===== src/rtl/antirrebote_pkg.sv =====
`default_nettype none
// +----------------------------------------------------------------------+
// | antirrebote_pkg                                                      |
// | Shared channel count and per-channel debounce state encoding.        |
// | Rev 1.0                                                              |
// +----------------------------------------------------------------------+
package antirrebote_pkg;

  localparam int N_CH = 4;

  typedef enum logic [1:0] {
    STABLE_LO = 2'd0,
    WAIT_HI   = 2'd1,
    STABLE_HI = 2'd2,
    WAIT_LO   = 2'd3
  } state_t;

endpackage
`default_nettype wire


===== src/rtl/antirrebote_canal.sv =====
`default_nettype none
// +----------------------------------------------------------------------+
// | antirrebote_canal                                                    |
// | One debounce channel: FSM, run counter, level and edge registers.    |
// | ANTIRREBOTE_FALL_EDGE_EN enables the falling-edge pulse.             |
// | Rev 1.0                                                              |
// +----------------------------------------------------------------------+
module antirrebote_canal
  import antirrebote_pkg::*;
#(
  parameter int CNT_MAX = 4
) (
  input  logic clk,
  input  logic rst,
  input  logic q_i,
  output logic db_o,
  output logic rise_o,
  output logic fall_o
);

  localparam int c_cnt_w = $clog2(CNT_MAX);
  localparam logic [c_cnt_w-1:0] c_cnt_one  = c_cnt_w'(1);
  localparam logic [c_cnt_w-1:0] c_cnt_last = c_cnt_w'(CNT_MAX - 1);

  state_t             r_state;
  state_t             w_state_nxt;
  logic [c_cnt_w-1:0] r_cnt;
  logic [c_cnt_w-1:0] w_cnt_nxt;
  logic               r_db;
  logic               r_rise;
  logic               w_rise;

  always_ff @(posedge clk or posedge rst) begin
    if (rst) begin
      r_state <= STABLE_LO;
      r_cnt   <= '0;
    end else begin
      r_state <= w_state_nxt;
      r_cnt   <= w_cnt_nxt;
    end
  end

  // The count restarts from zero on every abort and every commit, so it never wraps.
  always_comb begin
    w_state_nxt = r_state;
    w_cnt_nxt   = '0;
    case (r_state)
      STABLE_LO: begin
        if (q_i) begin
          w_state_nxt = WAIT_HI;
          w_cnt_nxt   = c_cnt_one;
        end
      end
      WAIT_HI: begin
        if (!q_i) begin
          w_state_nxt = STABLE_LO;
        end else if (r_cnt == c_cnt_last) begin
          w_state_nxt = STABLE_HI;
        end else begin
          w_cnt_nxt = r_cnt + c_cnt_one;
        end
      end
      STABLE_HI: begin
        if (!q_i) begin
          w_state_nxt = WAIT_LO;
          w_cnt_nxt   = c_cnt_one;
        end
      end
      WAIT_LO: begin
        if (q_i) begin
          w_state_nxt = STABLE_HI;
        end else if (r_cnt == c_cnt_last) begin
          w_state_nxt = STABLE_LO;
        end else begin
          w_cnt_nxt = r_cnt + c_cnt_one;
        end
      end
      default: w_state_nxt = STABLE_LO;
    endcase
  end

  // A commit is the only WAIT->STABLE move into the opposite level.
  assign w_rise = (r_state == WAIT_HI) && (w_state_nxt == STABLE_HI);

  always_ff @(posedge clk or posedge rst) begin
    if (rst) begin
      r_db   <= 1'b0;
      r_rise <= 1'b0;
    end else begin
      r_db   <= (w_state_nxt == STABLE_HI) || (w_state_nxt == WAIT_LO);
      r_rise <= w_rise;
    end
  end

  assign db_o   = r_db;
  assign rise_o = r_rise;

`ifdef ANTIRREBOTE_FALL_EDGE_EN
  logic r_fall;

  always_ff @(posedge clk or posedge rst) begin
    if (rst) begin
      r_fall <= 1'b0;
    end else begin
      r_fall <= (r_state == WAIT_LO) && (w_state_nxt == STABLE_LO);
    end
  end

  assign fall_o = r_fall;
`else
  assign fall_o = 1'b0;
`endif

endmodule
`default_nettype wire


===== src/rtl/antirrebote.sv =====
`default_nettype none
// +----------------------------------------------------------------------+
// | antirrebote                                                          |
// | N_CH independent debounce channels with registered edge pulses.      |
// | ANTIRREBOTE_FALL_EDGE_EN enables fall_o; otherwise it reads zero.    |
// | Rev 1.0                                                              |
// +----------------------------------------------------------------------+
module antirrebote
  import antirrebote_pkg::*;
#(
  parameter int CNT_MAX = 4
) (
  input  logic            clk,
  input  logic            rst,
  input  logic [N_CH-1:0] q_i,
  output logic [N_CH-1:0] db_o,
  output logic [N_CH-1:0] rise_o,
  output logic [N_CH-1:0] fall_o
);

  for (genvar g = 0; g < N_CH; g++) begin : g_canal
    antirrebote_canal #(
      .CNT_MAX (CNT_MAX)
    ) u_canal (
      .clk    (clk),
      .rst    (rst),
      .q_i    (q_i[g]),
      .db_o   (db_o[g]),
      .rise_o (rise_o[g]),
      .fall_o (fall_o[g])
    );
  end

endmodule
`default_nettype wire


===== config.mk =====
export PLATFORM = sky130hd
export DESIGN_NAME = antirrebote
export DESIGN_NICKNAME = d
export VERILOG_FILES = /design/src/rtl/antirrebote_pkg.sv /design/src/rtl/antirrebote_canal.sv /design/src/rtl/antirrebote.sv
export SDC_FILE = /design/constraint.sdc
export NUM_CORES = 1
export LEC_CHECK = 0
export ABC_CLOCK_PERIOD_IN_PS = 1400
export BUFFER_PORTS_ARGS = -buffer_cell sky130_fd_sc_hd__buf_2
export CORE_AREA = 2 2 47 49
export DETAILED_ROUTE_END_ITERATION = 10
export DIE_AREA = 0 0 49 51
export GPL_TIMING_DRIVEN = 1
export PLACE_DENSITY = 0.75
export SLEW_MARGIN = 25
export SYNTH_ARGS = -nofsm -noshare
export SYNTH_HDL_FRONTEND = slang
export SYNTH_SLANG_ARGS = --single-unit

===== constraint.sdc =====
create_clock -name clk -period 1.4 [get_ports clk]
set_input_delay 0.28 -clock clk [delete_from_list [all_inputs] [get_ports clk]]
set_output_delay 0.28 -clock clk [all_outputs]
set_load 0.05 [all_outputs]

==> metrics.cfg <==
[status]
status=finished clean

[place]
gp_congestion=0.6295
dp.cells=112
hpwl_um=863.4
port_buffers=13

[power]
internal_power_mw=1.352
irDropWorstVdd_uv=1150
p_sw_mw=0.8909
p_clk_frac=0.132
sw_frac_of_total=0.3972
power_mw=2.243
leakagePower_nw=0.5048
p_seq_frac=0.507
power_frac_comb=0.361
powerDensity_nw_per_um2=2150

[layout]
mostFrequentLayoutCell=dfrtp_1
diodes=0
nNetsFinal=100
drive_gt1_frac=0.2360
utilization=0.5058
final_cell_mix=23 x dfrtp_1, 13 x buf_2, 7 x nor2_1, 6 x mux2_1
finalNonFillerCells=117
areaGrowthSynthToFinish_pct=6.650

[route]
dr.first_iter.drc_count=3
drt-total-wl_um=1204
avgRoutedWirePerCell_um=10.29
vias=536
drtPass1Iterations=2
drtAntennaViolNets=0
drc=0
viasPerCell=4.581

[critical_path]
crit_path_top_delay_cell=dfrtp_1
cp_max_fo=4
slowest_delay_ns=0.41
end_kind=output pin
cp.arrival_ns=0.99
path_cells=buf_2
crit_required_ns=1.12
path_delay_family=flip-flops
worstSetupStartpointType=flop
rr_worst_depth=3
cp.buffers_inverters=1
path_class=flop to output pin
cp_num_cells=1

[global_routing]
gr-total-overflow=0
grt_antenna_before_repair=0
grt_max_degree=24
grt_pass1_wl_um=2152
grt_use_total=0.1196
grt_pass1_vias=517

[die]
start_util=0.4742
io_pins=18
num_rows=17
dieArea_um2=2499
die_x_um=49
core_area_um2=2063
die_y_um=51

[clock_tree]
htreeDepth=1
insertion_delay_ns=0.30
root_buffer=clkbuf_4
cts_resized=0
clockBufferDepth=2
tritoncts=yes
cts.sinks=23
clk_pin_slew_ns=0.12
tritoncts.num_buffers=3
cts_setup_buffers=0
hold_buffers=1

[timing]
setup_viol=0
max_freq_mhz=788.4
maxSlewViolCount=0
layout_min_cycle_time_ns=1.268
skew_ns=0.003989
timing_hold_violations_final=0
fin_crit_sh=0.9060
fin_setup_tns_ns=0
rsz0062_at_grt=no

[synthesis]
syn-cell-area_um2=978.4
yosysWarnings=0
ys_types=14
ys_seq_area_frac=0.5882
synth-seq-cells=23
synth_cells=79
syn_avg_cell_area_um2=12.39

[worst_hold_path]
hold_path_depth=2
hold_path.class=primary input to flop

[job]
drv_cap=0

kinds of logic (layout without fill, tap and decap cells):
logic type / count (synthesis) / after routing / synth area share
flip-flops: 23 / 23 / 0.5882
AND/OR/NAND/NOR: 19 / 19 / 0.09592
buffers and inverters: 13 / 20 / 0.09591
AO/OA/AOI/OAI: 8 / 8 / 0.04859
multiplexers: 7 / 7 / 0.08056
adder cells (fa/ha/maj): 4 / 4 / 0.05115
XOR/XNOR: 4 / 4 / 0.03580
other: 1 / 4 / 0.003833
sequential cells by signal (all words and copies together), names as in the netlist:
signal and cells:
g_canal.u_canal.rise_o 4, g_canal.u_canal.r_state 7, g_canal.u_canal.db_o 4, g_canal.u_canal.r_cnt 8
routing by layer:
layer | track usage | routed length, um
met5 | 0 | 0
met4 | 0.08571 | 16
met3 | 0.03216 | 56
met2 | 0.1918 | 530
met1 | 0.1398 | 600
cell usage after synthesis:
library cell	instances	share of area
nand2_1	5	0.019
conb_1	1	0.0038
mux2_1	6	0.069
buf_4	12	0.092
nor3b_1	4	0.031
a21oi_1	5	0.026
ha_1	4	0.051
o21a_1	3	0.023
mux2_2	1	0.012
inv_1	1	0.0038
xnor2_1	4	0.036
dfrtp_1	23	0.59
nor2_1	7	0.027
nand2_2	3	0.019
path summary, 6_finish.rpt:
path                                                  start                     endpoint  slack [ns]
worst max-delay path                g_canal[3].u_canal.db_o                      db_o[3]        0.13
worst min-delay path                                 q_i[0]      g_canal[0].u_canal.db_o        0.23
worst max register to register  g_canal[3].u_canal.r_cnt[0]      g_canal[3].u_canal.db_o        0.23
worst min register to register  g_canal[0].u_canal.r_cnt[0]  g_canal[0].u_canal.r_cnt[0]        0.48
max in group asynchronous                               rst      g_canal[2].u_canal.db_o        0.64
min in group asynchronous                               rst    g_canal[1].u_canal.rise_o        0.54
power by group through the flow:
| stage | combinational, mW | clock [mW] | sequential, mW |
|---|---|---|---|
| floorplan | 0.776 | 0 | 1.11 |
| global placement | 0.786 | 0 | 1.13 |
| detailed placement | 0.821 | 0 | 1.15 |
| CTS | 0.825 | 0.307 | 1.14 |
| global route | 0.903 | 0.338 | 1.18 |
| finish | 0.810 | 0.297 | 1.14 |
final cells by class:
class / count / area, um2
Tap cell: 28 / 35.03
Fill cell: 193 / 1020
Clock buffer: 4 / 26.28
Timing Repair Buffer: 15 / 82.58
Inverter: 1 / 3.754
Multi-Input combinational cell: 46 / 320.3
Sequential cell: 23 / 575.6
per-stage QoR:
step | cell area [um2] | hold WS (ns) | setup slack [ns]
2_1_floorplan | 989.7 | 0.2819 | 0.2974
3_3_place_gp | 1007 | 0.3199 | 0.2701
3_5_place_dp | 1007 | 0.3374 | 0.2452
4_1_cts | 1044 | 0.2278 | 0.1130
5_1_grt | 1044 | 0.2240 | 0.06155
6_report | 1044 | 0.2311 | 0.1316
Power figures use the tool's default switching activity.
